[src/rtl/fright_timer_if.sv]
// fright_timer_if: event, level-table and ghost-control signals of the fright timer
interface fright_timer_if;
   logic        frame_tick;
   logic        pause;
   logic        level_clear;
   logic        energizer_eaten;
   logic        ghost_eaten;
   logic [3:0]  fright_time;
   logic [2:0]  fright_flashes;
   logic        fright_active;
   logic        ghost_flash;
   logic        ghost_reverse;
   logic        fright_end;
   logic        points_valid;
   logic [10:0] ghost_points;
   modport master (
      output frame_tick, pause, level_clear, energizer_eaten, ghost_eaten, fright_time, fright_flashes,
      input  fright_active, ghost_flash, ghost_reverse, fright_end, points_valid, ghost_points
   );
   modport slave (
      input  frame_tick, pause, level_clear, energizer_eaten, ghost_eaten, fright_time, fright_flashes,
      output fright_active, ghost_flash, ghost_reverse, fright_end, points_valid, ghost_points
   );
endinterface

[src/rtl/fright_timer.sv]
// fright_timer: frightened-mode countdown, end-of-fright flashing and escalating ghost score
module fright_timer #(
   parameter int TICKS_PER_SEC = 60,
   parameter int FLASH_HALF    = 12
) (
   input logic           clk,
   input logic           rst_n,
   fright_timer_if.slave bus
);
   typedef enum logic [1:0] {IDLE, FRIGHT, FLASH} state_t;
   localparam logic [15:0] TPS        = 16'(TICKS_PER_SEC);
   localparam logic [15:0] FLASH_SPAN = 16'(2 * FLASH_HALF);
   localparam logic [7:0]  HALF       = 8'(FLASH_HALF);
   state_t      r_state, w_state;
   logic [15:0] r_remaining, w_remaining;
   logic [15:0] r_flash_win, w_flash_win;
   logic [7:0]  r_flash_cnt, w_flash_cnt;
   logic [1:0]  r_combo, w_combo;
   logic        r_active, w_active;
   logic        r_flash, w_flash;
   logic        r_reverse, w_reverse;
   logic        r_end, w_end;
   logic        r_pvalid, w_pvalid;
   logic [10:0] r_points, w_points;
   logic        w_tick, w_armed;
   logic [15:0] w_load_rem, w_load_win, w_rem_dec;
   logic [7:0]  w_cnt_dec;
   assign w_tick     = bus.frame_tick & ~bus.pause;
   assign w_armed    = r_state != IDLE;
   assign w_load_rem = 16'(bus.fright_time) * TPS;
   assign w_load_win = 16'(bus.fright_flashes) * FLASH_SPAN;
   assign w_rem_dec  = r_remaining - 16'd1;
   assign w_cnt_dec  = r_flash_cnt - 8'd1;
   // Next state: level_clear wipes everything; a ghost is scored before any same-cycle energizer reload
   always_comb begin
      w_state     = r_state;
      w_remaining = r_remaining;
      w_flash_win = r_flash_win;
      w_flash_cnt = r_flash_cnt;
      w_combo     = r_combo;
      w_flash     = r_flash;
      w_reverse   = 1'b0;
      w_end       = 1'b0;
      w_pvalid    = 1'b0;
      w_points    = r_points;
      if (bus.level_clear) begin
         w_state     = IDLE;
         w_remaining = '0;
         w_flash_win = '0;
         w_flash_cnt = '0;
         w_combo     = '0;
         w_flash     = 1'b0;
         w_points    = '0;
      end else begin
         if (bus.ghost_eaten && w_armed) begin
            w_points = 11'd200 << r_combo;
            w_pvalid = 1'b1;
            w_combo  = (r_combo == 2'd3) ? 2'd3 : r_combo + 2'd1;
         end
         if (bus.energizer_eaten) begin
            w_reverse = 1'b1;
            if (bus.fright_time == 4'd0) begin
               w_state = IDLE;
            end else begin
               w_remaining = w_load_rem;
               w_flash_win = w_load_win;
               w_combo     = 2'd0;
               w_flash_cnt = HALF;
               w_state     = (w_load_win >= w_load_rem) ? FLASH : FRIGHT;
               w_flash     = w_load_win >= w_load_rem;
            end
         end else if (w_tick && w_armed) begin
            w_remaining = w_rem_dec;
            if (w_rem_dec == 16'd0) begin
               w_state = IDLE;
               w_end   = 1'b1;
               w_flash = 1'b0;
            end else if (r_state == FRIGHT && w_rem_dec <= r_flash_win) begin
               w_state     = FLASH;
               w_flash     = 1'b1;
               w_flash_cnt = HALF;
            end else if (r_state == FLASH) begin
               w_flash     = (w_cnt_dec == 8'd0) ? ~r_flash : r_flash;
               w_flash_cnt = (w_cnt_dec == 8'd0) ? HALF : w_cnt_dec;
            end
         end
      end
      w_active = w_state != IDLE;
   end
   // State and output registers, cleared asynchronously
   always_ff @(posedge clk or negedge rst_n) begin
      if (!rst_n) begin
         r_state     <= IDLE;
         r_remaining <= '0;
         r_flash_win <= '0;
         r_flash_cnt <= '0;
         r_combo     <= '0;
         r_active    <= 1'b0;
         r_flash     <= 1'b0;
         r_reverse   <= 1'b0;
         r_end       <= 1'b0;
         r_pvalid    <= 1'b0;
         r_points    <= '0;
      end else begin
         r_state     <= w_state;
         r_remaining <= w_remaining;
         r_flash_win <= w_flash_win;
         r_flash_cnt <= w_flash_cnt;
         r_combo     <= w_combo;
         r_active    <= w_active;
         r_flash     <= w_flash;
         r_reverse   <= w_reverse;
         r_end       <= w_end;
         r_pvalid    <= w_pvalid;
         r_points    <= w_points;
      end
   end
   assign bus.fright_active = r_active;
   assign bus.ghost_flash   = r_flash;
   assign bus.ghost_reverse = r_reverse;
   assign bus.fright_end    = r_end;
   assign bus.points_valid  = r_pvalid;
   assign bus.ghost_points  = r_points;
endmodule

[src/flat_wrapper.sv]
// flat-port wrapper written by rule: the top's interface ports become plain ports
module fright_timer_flat 
#(
   parameter int TICKS_PER_SEC = 60,
   parameter int FLASH_HALF    = 12
)
  (clk, rst_n, bus_frame_tick, bus_pause, bus_level_clear, bus_energizer_eaten, bus_ghost_eaten, bus_fright_time, bus_fright_flashes, bus_fright_active, bus_ghost_flash, bus_ghost_reverse, bus_fright_end, bus_points_valid, bus_ghost_points);
  fright_timer_if bus_i ();
  input logic clk;
  input logic rst_n;
  input wire logic [$bits(bus_i.frame_tick)-1:0] bus_frame_tick;
  input wire logic [$bits(bus_i.pause)-1:0] bus_pause;
  input wire logic [$bits(bus_i.level_clear)-1:0] bus_level_clear;
  input wire logic [$bits(bus_i.energizer_eaten)-1:0] bus_energizer_eaten;
  input wire logic [$bits(bus_i.ghost_eaten)-1:0] bus_ghost_eaten;
  input wire logic [$bits(bus_i.fright_time)-1:0] bus_fright_time;
  input wire logic [$bits(bus_i.fright_flashes)-1:0] bus_fright_flashes;
  output wire logic [$bits(bus_i.fright_active)-1:0] bus_fright_active;
  output wire logic [$bits(bus_i.ghost_flash)-1:0] bus_ghost_flash;
  output wire logic [$bits(bus_i.ghost_reverse)-1:0] bus_ghost_reverse;
  output wire logic [$bits(bus_i.fright_end)-1:0] bus_fright_end;
  output wire logic [$bits(bus_i.points_valid)-1:0] bus_points_valid;
  output wire logic [$bits(bus_i.ghost_points)-1:0] bus_ghost_points;
  assign bus_i.frame_tick = bus_frame_tick;
  assign bus_i.pause = bus_pause;
  assign bus_i.level_clear = bus_level_clear;
  assign bus_i.energizer_eaten = bus_energizer_eaten;
  assign bus_i.ghost_eaten = bus_ghost_eaten;
  assign bus_i.fright_time = bus_fright_time;
  assign bus_i.fright_flashes = bus_fright_flashes;
  assign bus_fright_active = bus_i.fright_active;
  assign bus_ghost_flash = bus_i.ghost_flash;
  assign bus_ghost_reverse = bus_i.ghost_reverse;
  assign bus_fright_end = bus_i.fright_end;
  assign bus_points_valid = bus_i.points_valid;
  assign bus_ghost_points = bus_i.ghost_points;
  fright_timer #(.TICKS_PER_SEC(TICKS_PER_SEC), .FLASH_HALF(FLASH_HALF)) u_core (.clk(clk), .rst_n(rst_n), .bus(bus_i));
endmodule
[config.mk]
export PLATFORM = sky130hd
export DESIGN_NAME = fright_timer_flat
export DESIGN_NICKNAME = d
export VERILOG_FILES = /design/src/rtl/fright_timer_if.sv /design/src/rtl/fright_timer.sv /design/src/flat_wrapper.sv
export SDC_FILE = /design/constraint.sdc
export NUM_CORES = 1
export LEC_CHECK = 0
export BUFFER_PORTS_ARGS = -buffer_cell sky130_fd_sc_hd__buf_2
export CAP_MARGIN = 20
export CORE_AREA = 8 8 87 105
export CTS_BUF_LIST = sky130_fd_sc_hd__clkbuf_8
export DETAILED_ROUTE_END_ITERATION = 8
export DIE_AREA = 0 0 95 113
export PLACE_DENSITY = 0.62
export RECOVER_POWER = 25
export SYNTH_ARGS = -nofsm -noshare
export SYNTH_HDL_FRONTEND = slang
export SYNTH_SLANG_ARGS = --single-unit
[constraint.sdc]
create_clock -name clk -period 4.7 [get_ports clk]
set_input_delay 0 -clock clk [delete_from_list [all_inputs] [get_ports clk]]
set_output_delay 0 -clock clk [all_outputs]
set_load 0.02 [all_outputs]
# --- Yosys cells after proc, flatten, opt, wreduce, memory -nomap -nowiden ---
# Cells that the tools add are included.
word_totals:
  register_bits: 60
  inputBits: 14
  out_inout_bits: 16
  word_cells: 91
classes:
  n_addsub: 3
  mul: 2
  order_cmp: 2
  eq_ne: 6
  shifts: 1
  mux: 45
  bitwise: 3
  n_reduce_logical: 18
op_table:
  columns: ["cell", "count"]
  rows:
  - ["$mux 16", 7]
  - ["$mux 8", 8]
  - ["$mux 2", 12]
  - ["$mux 11", 2]
  - ["$le 16x16->1", 1]
  - ["$logic_not 16->1", 1]
  - ["$mux 1", 16]
  - ["$sub 16x1->16 const B", 1]
  - ["$shl 8x2->11 const A", 1]
  - ["$ge 8x10->1", 1]
  - ["$reduce_bool 5->1", 2]
  - ["$logic_not 8->1", 1]
  - ["$mul 4x4->8 const B", 1]
  - ["$reduce_and 4->1", 2]
  - ["$reduce_bool 2->1", 4]
  - ["$sub 8x1->8 const B", 1]
  - ["$ne 3x3->1 const B", 2]
  - ["$mul 3x2->5 const B", 1]
  - ["$eq 2x2->1 const B", 2]
  - ["$logic_not 4->1", 1]
  - ["$reduce_and 2->1", 2]
  - ["$reduce_bool 4->1", 1]
  - ["$logic_and 1x1->1", 3]
  - ["$reduce_bool 3->1", 1]
  - ["other kinds (5)", 6]

# --- Depth between registers and ports, before layout ---
# Gate-level depths: netlist of run 1.
logic_depth:
  ltp_word: 9
  depth_mapped: 15
  depth_no_buf: 13

# --- Least setup slack after synthesis of run 1 ---
# OpenSTA, ideal clock, no wires.
synth_path:
  kind: "register to register"
  start: "register u_core.r_remaining[0]"
  end: "register u_core.r_state[0]"
  setup_ps: 134
  t_arrival_ps: 2986
  required_ps: 4566
  path_slack_ps: 1580
  stages_incl_launch_ff: 16
  path_buffers: 2
  synth_period_minus_slack_ps: 3120
  path_cell_list: "dfrtp_1 > inv_1 > ha_1 > or3b_1 > buf_6 > o31ai_1 > nand2_1 > ha_1 > a21o_1 > a21oi_1 > a2bb2oi_1 > nor4_2 > buf_6 > nor2_1 > o211ai_1 > o21ai_0"
synth_via:
  elab_chain_len: 8
  word_cells_on_any_way: 9
  classes_between: "add/sub: 1; order compare: 1; mux: 5; reduce/logical: 2"
synth_lines:
  columns: ["element", "line_no", "text"]
  rows:
  - ["start, declared", "fright_timer.sv:15", "logic [15:0] r_remaining, w_remaining;"]
  - ["start signal, assigned", "fright_timer.sv:106", "r_remaining <= w_remaining;"]
  - ["$sub 16x1->16 *", "fright_timer.sv:32", "assign w_rem_dec = r_remaining - 16'd1;"]
  - ["$le 16x16->1", "fright_timer.sv:78", "end else if (r_state == FRIGHT && w_rem_dec <= r_flash_win) begin"]
  - ["$logic_and 1x1->1", "fright_timer.sv:78", null]
  - ["$mux 2", "fright_timer.sv:78", null]
  - ["$mux 2 *", "fright_timer.sv:74", "if (w_rem_dec == 16'd0) begin"]
  - ["$mux 2 *", "fright_timer.sv:72", "end else if (w_tick && w_armed) begin"]
  - ["$mux 2 *", "fright_timer.sv:60", "if (bus.energizer_eaten) begin"]
  - ["$mux 2 *", "fright_timer.sv:46", "if (bus.level_clear) begin"]
  - ["net u_core.w_state[0]", "fright_timer.sv:14", "state_t r_state, w_state;"]
  - ["end signal, assigned", "fright_timer.sv:105", "r_state <= w_state;"]
  - ["end, declared", "fright_timer.sv:14", null]
# Mark *: on every way through the listed nets, which the timed path passes. The rest lies on a longest branch.
# A chain may end at the register's enable or synchronous reset.

# --- Final worst setup path of run 1 ---
layout_path:
  start: "register u_core.r_remaining[1]"
  end: "register u_core.r_flash_cnt[7]"
layout_via:
  elab_chain_len: 8
  word_cells_on_any_way: 12
  classes_between: "add/sub: 1; order compare: 1; eq/ne: 1; mux: 5; reduce/logical: 4"
layout_lines:
  columns: ["element", "line_no", "text"]
  rows:
  - ["$sub 16x1->16 *", "fright_timer.sv:32", null]
  - ["$le 16x16->1", "fright_timer.sv:78", null]
  - ["$logic_and 1x1->1", "fright_timer.sv:78", null]
  - ["$mux 8", "fright_timer.sv:78", null]
  - ["$mux 8", "fright_timer.sv:74", null]
  - ["$mux 8", "fright_timer.sv:72", null]
  - ["$mux 8", "fright_timer.sv:60", null]
  - ["$mux 8", "fright_timer.sv:46", null]
  - ["end signal, assigned", "fright_timer.sv:108", "r_flash_cnt <= w_flash_cnt;"]
  - ["end, declared", "fright_timer.sv:17", "logic [7:0] r_flash_cnt, w_flash_cnt;"]
# Every way passes the cells marked *; elsewhere a longest branch is shown, timed or not. The select of a mux whose other input is x is not followed.

==> results of run 1 <==
-- kinds of logic (layout without fill, tap and decap cells) --
group | count (synthesis) | count (layout) | share of synthesized area
and+or+nand+nor | 125 | 125 | 0.183
AOI/OAI and AO/OA | 112 | 112 | 0.215
buffers and inverters | 48 | 69 | 0.0630
DFF | 46 | 46 | 0.337
adders and majority gates | 41 | 41 | 0.163
xor gates and xnor gates | 15 | 15 | 0.0384
other | 1 | 3 | 0.00110
-- cells in the mapped netlist, drive strengths merged (3+ instances only) --
cell type and instances:
clkbuf 14, and3 4, xnor2 9, xor2 6
a21oi 32, o22ai 3, nand3 8, inv 27
a2bb2oi 3, o31ai 4, nand2 43, a31oi 4
ha 34, nor2 25, dfrtp 46, o21ai 32
nor3 12, a22o 5, o21a 5, buf 7
nor4 5, fa 6, or3 6, nand2b 6
o211ai 4, nor2b 5
-- flip-flops by register name (all words and copies together) (netlist names) --
signal and count:
u_core.bus.ghost_reverse 1, u_core.bus.points_valid 1, u_core.r_flash_cnt 8, u_core.bus.fright_active 1
u_core.r_combo 2, u_core.bus.fright_end 1, u_core.r_remaining 16, u_core.bus.ghost_flash 1
u_core.r_state 2, u_core.r_flash_win 5, u_core.bus.ghost_points 8
-- power by group --
| part | internal [µW] | switching, µW |
|---|---|---|
| clock network | 119 | 142 |
| logic | 232 | 318 |
| registers | 440 | 59.5 |
| total | 790 | 519 |
-- layer usage --
metal  track usage  part of all wire  up-vias
met1         0.209              0.45     1373
li1              -                 -     1405
met2         0.267              0.49       65
met4        0.0491             0.013        0
met3        0.0285             0.047        6
met5             0                 0        -
-- stage by stage --
| step | setup WS, ns | total power [µW] | util |
|---|---|---|---|
| final | 1.11 | 1310 | 0.495 |
| after global routing | 0.803 | 1420 | 0.495 |
| after CTS | 1.14 | 1320 | 0.495 |
| after detailed placement | 1.16 | 1050 | 0.480 |
| after global placement | 1.27 | 1040 | 0.479 |
| after floorplan | 1.58 | 924 | - |
-- worst max-delay path by stage --
stage	slack, ns	depth (start not counted)	end
final	1.11	14	u_core.r_flash_cnt[7]
after global routing	0.80	14	u_core.r_flash_cnt[7]
after CTS	1.14	14	u_core.r_flash_cnt[7]
after detailed placement	1.16	14	u_core.r_flash_cnt[7]
after global placement	1.27	14	u_core.r_flash_cnt[1]
after floorplan	1.58	15	u_core.r_state[0]
-- repair_timing --
item / in CTS / in global routing
buffers inserted: 0 / 0
endpoints found under the hold margin: 47 / 0
hold buffers: 2 / 0
resized for setup: 0 / 0
endpoints found under the setup margin: 0 / 0
-- final cells by class --
| cell class | instances | share of cell area |
|---|---|---|
| Multi-Input combinational cell | 296 | 0.555 |
| Timing Repair Buffer | 34 | 0.0503 |
| Tap cell | 92 | 0.0310 |
| Sequential cell | 46 | 0.310 |
| Inverter | 27 | 0.0273 |
| Clock inverter | 2 | 0.00337 |
| Clock buffer | 6 | 0.0223 |
-- cells in the final DEF (no fill, tap or decap), drive strengths merged, types with 12 or more instances in the layout --
master,count
a21oi,32
buf,29
dfrtp,46
ha,34
inv,27
nand2,43
nor2,25
nor3,12
o21ai,32
==> results.txt, run 1 <==
The flow ran to the end, but the final reports show violations. The checks that failed: max-capacitance violations, max-slew violations. For this design the ratio of total power to cell area is 353 nW/µm². The cell count after synthesis came out at 388. The count of placed standard cells including taps came out at 492.

The average cell area after synthesis is 8.81 µm². The largest incremental delay on the critical path came out at 0.49 ns. In this run the worst setup path begins at u_core.r_remaining[1]. For this run, design rule violations remaining after detail routing come to 0. Clock latency on the worst-skew pair, taken at its later pin, is 0.30 ns. The final worst clock skew came out at 0.00807 ns. For hold timing, the worst endpoint is u_core.bus.points_valid. The clock tree from TritonCTS is built. Compared with the post-synthesis result, the final layout area differs by 8.49%.

The post-synthesis cell area came out at 3420 µm². The most repeated library cell on the critical path is ha_1. The minimum clock period after layout came out at 3.59 ns. The combined buffer and inverter count along the critical path came out at 2.

The sequential element share of the synthesized area came out at 0.337. Counting every sink on the clock net gives 46. The design area came out at 3710 µm². The CTS clock-pin slew for the worst setup and hold paths came out at 0.09 ns. The leakage dissipation came out at 0.00173 µW.

The number of cell instances on the worst register-to-register path is 14. Timing would allow up to 279 MHz. The placed cell area came out at 3590 µm². Among all stages on the critical path, the largest delay is contributed by or3b_1. The worst-case IR drop observed on VDD is 179 µV. The required time at the endpoint of the critical path came out at 4.92 ns.

Across every metal layer, demand over resource in global routing totals 0.162. The routed via count divided by cell count is 5.66. The detailed router's first-iteration violation count is 222. The startpoint identified for the worst hold timing path is bus_level_clear. The maximum number of pins on one net before global-route repair came out at 47.

The iteration count of the initial detailed-routing pass is 5. In the finished design, the share of the clock period the worst path needs comes to 0.764. The tree is rooted in a clkbuf_8. Broken down by cell family, the worst path's largest delay share belongs to compound AO/OA/AOI/OAI gates. The finished layout holds 503 standard cells, fillers aside. The number of different library cells in the post-synthesis netlist is 60. The wire length of the first global-routing pass came out at 14100 µm. STA classifies the critical path startpoint as a flop.

The die covers 10700 µm². The core area is 7490 µm². Traced cell by cell, the critical path runs through inv_1, ha_1, or3b_1, o31ai_1, nand2_1, ha_1, and3_1, nand3_1, a2bb2oi_1, nor4_2, buf_4, o21ai_1, a21oi_1, o211ai_1. The data arrival time of the critical path came out at 3.81 ns. Summed over all layers, the routed wires come to 8020 µm. By area the synthesized netlist is led by dfrtp_1, ha_1, a21oi_1. The vias after detailed routing came out at 2849. The share of flip-flops with an asynchronous set or reset after synthesis is 1.00.

In the final layout, the multi-input gates occupy 2060 µm². The die is 95 µm wide. Hold timing on the final database bottoms out at a slack of 0.0600 ns. The number of endpoints with negative hold slack in the final report came out at 0. The number of setup violations in the final report is 0. The number of flops mapped to enable cells by yosys is 0. The setup total negative slack came out at 0 ns.

The number of clock buffers inserted by TritonCTS is 5. The number of nets in the layout is 464. The floorplan step set the die height to 113 µm. The number of port buffers came out at 26.

The critical path capture point type is a flop. In this run the tightest slew margin relative to its limit is -0.445. The max-slew violation count came out at 40. The final weighted congestion of routability-driven global placement is 0.829. The detailed-placement wirelength estimate is 6030 µm. The initial antenna violation count was 0.

The number of top-level pins is 30. The Yosys warning count came out at 0. The worst-case clock buffer depth came out at 2. The footprint of the flip-flops and latches is 1150 µm².

The wire length per cell after detailed routing came out at 15.9 µm. Setup repair after global routing left no endpoint under its margin. By startpoint and endpoint, the worst setup path is classified as reg2reg. The synthesized design spends more area on one cell type than any other, namely dfrtp_1. The portion of synthesized cell area occupied by the leading cell type is 0.337. In this run the critical register-to-register path is captured at u_core.r_flash_cnt[7].

The number of inserted filler cells in the final layout came out at 723. The synthesized flop and latch total came out at 46. The class of the worst hold path is in2reg. The H-tree depth came out at 2. 0 antenna diodes ended up in the layout. The overall overflow remaining after global route came out at 0. The count of cells along the worst hold path came out at 2.

The via count of the first global-routing pass came out at 2887. The max-cap violation count came out at 1. The number of rows created at floorplan came out at 35.

The effective utilization at floorplan came out at 0.456. The startpoint identified for the worst register-to-register timing path is u_core.r_remaining[1]. Setup slack on the worst reg-to-reg path comes out at 1.11 ns.

The remaining antenna violation count came out at 0. At the pin with the least slew margin, the transition time is 2.17 ns. Of the cells placed in the final design, the portion with a size suffix greater than 1 is 0.117.

The maximum fanout encountered on the critical timing path is 11. The primary flip-flop cell chosen by synthesis mapping is dfrtp_1.
Power figures use the tool's default switching activity.
==> run 2, diff against run 1 <==
Settings changed: PLACE_DENSITY 0.62 to 0.65.
Clock period 4.7 ns to 3.2 ns, I/O delays scaled along.
==> run 2 against run 1 <==
Against the previous run: the run now ends clean; clock skew rose by 0.0017 ns; highest routed layer unchanged; non-clock buffer count rose by 17; critical endpoint is now u_core.r_state[0]; clock power rose by 46%; register-to-register slack got worse by 0.94 ns.
==> results.txt, run 2 (synthesis results as in run 1) <==
In the finished design, the share of the clock period the worst path needs comes to 0.947. The worst voltage drop across the vdd grid is 230 µV. Timing would allow up to 330 MHz.

The internal reg-to-reg setup slack is 0.17 ns. In this run the core area contains 35 standard-cell rows. The library cell used as clock root buffer is clkbuf_8.

The largest incremental delay on the critical path is 0.41 ns. Summed over all layers, the routed wires come to 8180 µm. The required time at the endpoint of the critical path came out at 3.39 ns. The actual slew at the worst max-slew pin is 1.40 ns.

The congestion estimate from routability-driven global placement came to 0.883. The number of nets in the layout is 481. The detailed-placement wirelength estimate came out at 6150 µm. The worst setup path category is reg2reg. In this run the critical register-to-register path is launched from u_core.r_remaining[0]. The kind of launch point of the worst setup path is a flop. The core region is 7490 µm².

Power spread over the standard cell area amounts to 521 nW/µm². The wire length of the first global-routing pass is 14000 µm. The number of design rule violations left after detail routing is 0. The switching power came out at 819 µW.

Counting the buffers created by CTS gives 5. Among all stages on the critical path, the largest delay is contributed by or3b_4. The leakage dissipation is 0.00181 µW. Among cell families on the critical path, the largest total delay comes from simple AND/OR/NAND/NOR gates. The routed via count divided by cell count is 5.63. Together, buffers and inverters on the worst path number 2. STA classifies the critical path endpoint as a flop.

In this run the critical register-to-register path is captured at u_core.r_state[0]. The initial antenna violation count was 0. The die height came out at 113 µm. The die footprint came out at 10700 µm². Of the total power, the clock network draws 0.187. The portion of total power attributed to sequential cells came out at 0.363.

Setup repair after global routing left no endpoint under its margin. The clock net sink count came out at 46. Entering global routing, the biggest net connects 47 pins. The power consumption came out at 2030 µW.

The latest clock arrival within the worst-skew pair is 0.31 ns. In the post-route analysis, the smallest setup slack over all paths is 0.168 ns. The proportion of power drawn by combinational gates is 0.450. The worst-case clock buffer depth came out at 2. Setup violations remaining at the end of the flow were counted as 0. The worst hold path was traced through 2 stages. The class of the worst hold path is in2reg. The start point of the worst min-delay path is bus_level_clear. Leaving out fill and tap cells, the most frequent cells in the layout are dfrtp_1, nand2_1, ha_1, a21oi_1, o21ai_0. Traced cell by cell, the critical path runs through inv_1, ha_1, or3b_4, o31ai_4, nand2_2, ha_4, and3_4, nand3_1, a2bb2oi_2, nor4_4, buf_4, nor2_1, o211ai_1, o21ai_0. The worst slew margin relative to its limit came out at 0.0670. The setup fix buffers added after clock tree synthesis came out at 0. The internal power came out at 1210 µW. Across every metal layer, demand over resource in global routing totals 0.161. The library cell used most frequently in the layout, excluding fill and tap cells, is dfrtp_1. The vias after detailed routing is 2928.

The first detailed-routing pass ran for 4 iterations. The register with the most flip-flops is u_core.r_remaining. The number of top-level pins is 30. Counting the fill cells in the layout gives 732.

Data arrives at the worst endpoint at 3.22 ns. The max-slew violation count is 0. After clock tree synthesis, the clock-pin slew on the worst setup and hold paths is 0.10 ns. The register with the most flip-flops in the layout has 16 of them.

The max-cap violation count is 0. After layout, the minimum clock period comes to 3.03 ns. The detail route stage leaves a number of antenna-violating nets equal to 0. The number of port buffers came out at 26. For hold timing, the worst endpoint is u_core.bus.points_valid. The H-tree depth is 2. Of all nets on the critical path, the largest fanout is 5. The number of endpoints with negative hold slack in the final report came out at 0.

The detailed router's first-iteration violation count is 149. The share of layout cells above drive strength 1 came out at 0.171. Of the total power, the share spent switching nets is 0.403. The effective utilization at floorplan came out at 0.456. The overall overflow remaining after global route came out at 0. The clock tree from TritonCTS is built. The run finished with clean final reports.

The number of diodes came out at 0. After detailed routing, the average wire length per cell comes to 15.7 µm. Relative to the synthesized area, the layout overhead comes to 14.0%. The number of cell instances on the worst register-to-register path is 14. The final worst clock skew is 0.00976 ns. In this run the horizontal extent of the chip is 95 µm.

The via count of the first global-routing pass is 2977. The pre-CTS worst setup slack came out at -0.0127 ns.
run 2: cell types whose count changed in the layout (fill, tap and decap cells not counted), sizes merged:
cell,delta
buf,+17
inv,+1
clkbuf,-1
run 2: layout make-up:
cell class                      count  area [µm²]  area share
Clock buffer                        5        68.8      0.0177
Clock inverter                      3        25.0     0.00642
Inverter                           27         101      0.0260
Multi-Input combinational cell    296        2120       0.544
Sequential cell                    46        1150       0.295
Tap cell                           92         115      0.0295
Timing Repair Buffer               51         314      0.0806
run 2: worst max path at each step:
stage | start | slack [ns] | cells past startpoint | endpoint
2_1_floorplan | u_core.r_remaining[0] | 0.08 | 15 | u_core.r_state[0]
3_3_place_gp | bus_fright_time[0] | 0.01 | 12 | u_core.bus.ghost_flash
3_5_place_dp | bus_fright_time[0] | -0.01 | 12 | u_core.bus.ghost_flash
4_1_cts | u_core.r_remaining[0] | 0.002 | 14 | u_core.r_state[0]
5_1_grt | u_core.r_remaining[0] | 0.008 | 13 | u_core.r_state[0]
6_report | u_core.r_remaining[0] | 0.17 | 14 | u_core.r_state[0]
run 2: worst register-to-register path, cell delays in order (launching register included):
cell	delay, ns
dfrtp_1	0.40
inv_1	0.06
ha_1	0.17
or3b_4	0.41
o31ai_4	0.23
nand2_2	0.12
ha_4	0.29
and3_4	0.18
nand3_1	0.08
a2bb2oi_2	0.17
nor4_4	0.20
buf_4	0.20
nor2_1	0.05
o211ai_1	0.23
o21ai_0	0.13
run 2: repair_timing:
item | 4_1_cts | 5_1_grt
endpoints found under the hold margin | 47 | 0
cloned | 1 | 0
hold buffers | 2 | 0
endpoints found under the setup margin | 2 | 12
pin swaps | 2 | 4
resized for setup | 5 | 7
run 2: per-layer routing:
layer | up-vias | part of all wire | wire length [µm] | global-route usage
met5 | - | 0 | 0 | 0
met4 | 0 | 0.014 | 114 | 0.0522
met3 | 10 | 0.047 | 385 | 0.0278
met2 | 64 | 0.51 | 4140 | 0.281
met1 | 1413 | 0.43 | 3540 | 0.192
li1 | 1441 | - | - | -
run 2: through the flow:
stage	TNS (ns)	hold slack (ns)	cell area, µm²	cells	util
after floorplan	0	-0.296	3430	390	-
final	0	0.0570	3900	520	0.520
after detailed placement	-0.0232	0.256	3710	508	0.496
after CTS	0	0.0498	3870	519	0.516
after global placement	0	0.251	3710	508	0.496
after global routing	0	0.0838	3900	520	0.520
run 2: power by group through the flow:
| stage | clock [µW] | combinational [µW] | sequential, µW |
|---|---|---|---|
| 3_5_place_dp | 0 | 851 | 740 |
| 3_3_place_gp | 0 | 829 | 741 |
| 6_report | 380 | 913 | 737 |
| 2_1_floorplan | 0 | 639 | 717 |
| 5_1_grt | 414 | 1020 | 749 |
| 4_1_cts | 395 | 892 | 732 |
==> run 3, diff against run 2 <==
Settings changed: PLACE_DENSITY 0.65 to 0.77, SETUP_SLACK_MARGIN from default to 0.2.
==> run 3 against run 2 <==
Against the previous run: the run now ends with max-capacitance violations, max-slew violations left; die area unchanged; utilization increased by 0.87 points; combinational power rose by 4.3%; sequential share of layout area shrank 0.49 points; final area increased by 1.7%; register-to-register slack better by 0.04 ns; hold slack worse by 0.0029 ns; critical path type unchanged; highest routed layer unchanged.
==> results.txt, run 3 (synthesis results as in run 1) <==
The tool flagged a number of max-cap violations equal to 1. In the layout the commonest cells are dfrtp_1, nand2_1, ha_1, o21ai_0, a21oi_1. The final weighted congestion of routability-driven global placement came out at 0.903. The actual slew at the worst max-slew pin is 2.22 ns. The final worst clock skew came out at 0.0113 ns. 30 I/O pins were placed. The data arrival time of the critical path came out at 3.19 ns. The maximum number of pins on one net before global-route repair came out at 47.

The die height came out at 113 µm. The via count of the first global-routing pass is 2878. The post-route non-filler standard cell count came out at 521. The number of setup violations in the final report came out at 0.

Static timing analysis puts the maximum clock frequency at 334 MHz. The HPWL after detailed placement is 5960 µm. 0 antenna diodes ended up in the layout. The run finished, with violations left. The max-slew violation count came out at 42. The cell with the largest stage delay on the worst path is dfrtp_1. The combined buffer and inverter count along the critical path came out at 2. The worst voltage drop across the vdd grid came out at 230 µV.

The power density over the cells is 521 nW/µm². The wire length per cell after detailed routing is 15.5 µm. In this run the tool buffered the top-level ports with 26 buffer cells. The leakage dissipation is 0.00183 µW. Using the TritonRoute via totals, the vias-per-cell ratio works out to 5.62.

CTS built an H-tree with a depth of 2. The iteration count of the initial detailed-routing pass came out at 4. In this design, the stage delay of the slowest critical-path cell is 0.41 ns. Setup repair after global routing could not meet its margin everywhere.

The tightest min-delay check is of the in2reg type. TritonCTS built the clock tree. Walking the worst path, the cells encountered are inv_2, ha_4, or3b_4, o31ai_4, nand2_1, ha_1, and3_4, nand3_4, a2bb2oi_4, nor4_4, buf_4, nor2_2, o211ai_1, o21ai_1. The count of placed standard cells including taps is 503. The required time at the endpoint of the critical path is 3.39 ns. The checks that failed: max-capacitance violations, max-slew violations. STA classifies the critical path startpoint as a flop. STA classifies the critical path endpoint as a flop.

In the global route stage, overall resource usage came out at 0.152. Clock tree synthesis selected as its root buffer the cell clkbuf_8. Ranked by flip-flop count, first place goes to u_core.r_remaining. The detailed router placed 2929 vias in this run. The share of layout cells above drive strength 1 is 0.193. The number of endpoints with negative hold slack in the final report is 0. The library cell used most frequently in the layout, excluding fill and tap cells, is dfrtp_1. The number of nets in the layout came out at 482. The worst-case clock buffer depth is 2.

The wire length of the first global-routing pass came out at 13400 µm. The minimum clock period after layout came out at 2.99 ns. The floorplan has 35 rows. The number of clock buffers inserted by TritonCTS came out at 5. The worst setup path is of the reg2reg kind. Summed over all failing endpoints, the final setup total negative slack is 0 ns. The relative area change from synthesis to final layout came out at 15.9%. The number of design rule violations left after detail routing is 0. The effective utilization at floorplan came out at 0.456. The remaining antenna violation count is 0. The die footprint came out at 10700 µm². The total overflow left after global routing is 0.

The routed design has 8070 µm of wire. The number of flip-flops in the largest register came out at 16. In this design, the largest share of critical-path delay is due to simple AND/OR/NAND/NOR gates.

Clock latency on the worst-skew pair, taken at its later pin, is 0.31 ns. Of all nets on the critical path, the largest fanout is 5. The initial antenna violation count is 0. Measured against its own limit, the worst slew margin works out to -0.479. The overall die width came out at 95 µm.

The CTS clock-pin slew for the worst setup and hold paths is 0.09 ns. The first routing iteration left 177 violations. The tree built by TritonCTS fans out to 46 sinks. In this run the standard cell core region covers 7490 µm². The final critical-path share of the clock period came out at 0.936.
==> run 3: worst paths after layout <==
check                                       startpoint                 endpoint  slack [ns]  depth (start not counted)
worst max-delay path             u_core.r_remaining[0]        u_core.r_state[0]        0.21                         14
worst min-delay path                   bus_level_clear  u_core.bus.points_valid        0.05                          2
worst max register to register   u_core.r_remaining[0]        u_core.r_state[0]        0.21                         14
worst min register to register  u_core.r_remaining[11]   u_core.r_remaining[11]        0.51                          1
max in group asynchronous                        rst_n   u_core.r_remaining[12]        0.73                          3
min in group asynchronous                        rst_n    u_core.r_flash_win[3]        0.08                          2
==> run 3: cell type report <==
class	count	area, µm²
Fill cell	694	3530
Multi-Input combinational cell	296	2180
Sequential cell	46	1150
Timing Repair Buffer	52	322
Tap cell	92	115
Inverter	27	101
Clock buffer	5	68.8
Clock inverter	3	23.8
==> run 3: timing repair <==
item	in CTS	in global routing
setup endpoints to repair	12	12
setup buffers	1	5
hold endpoints to repair	47	0
hold buffers	2	0
cloned	1	0
gates resized for setup	4	17
pin swaps	5	10
==> run 3: report_power, final <==
part / switching [µW] / total (µW) / internal (µW)
sequential: 90.0 / 736 / 646
combinational: 523 / 952 / 429
clock: 219 / 375 / 157
total: 832 / 2060 / 1230
==> run 3: worst register-to-register path, stage by stage, from the launching register on <==
cell       delay, ns
dfrtp_1         0.41
inv_2           0.08
ha_4            0.13
or3b_4          0.40
o31ai_4         0.19
nand2_1         0.10
ha_1            0.31
and3_4          0.21
nand3_4         0.07
a2bb2oi_4       0.17
nor4_4          0.24
buf_4           0.22
nor2_2          0.05
o211ai_1        0.22
o21ai_1         0.10
==> run 3: per-layer routing <==
| metal | vias to the layer above | share of wire | GRT usage |
|---|---|---|---|
| li1 | 1439 | - | - |
| met1 | 1385 | 0.40 | 0.184 |
| met2 | 94 | 0.53 | 0.260 |
| met3 | 11 | 0.058 | 0.0232 |
| met4 | 0 | 0.019 | 0.0637 |
| met5 | - | 0 | 0 |
==> run 3: stage by stage <==
stage	utilization	power (µW)	instance area (µm²)	setup WS [ns]	hold WS (ns)
after floorplan	-	1380	3450	0.158	-0.296
after global placement	0.495	1570	3700	0.0462	0.234
after detailed placement	0.495	1600	3700	-0.0390	0.236
after CTS	0.514	1990	3850	0.209	0.0509
after global routing	0.529	2220	3960	0.0375	0.0713
final	0.529	2060	3960	0.205	0.0541
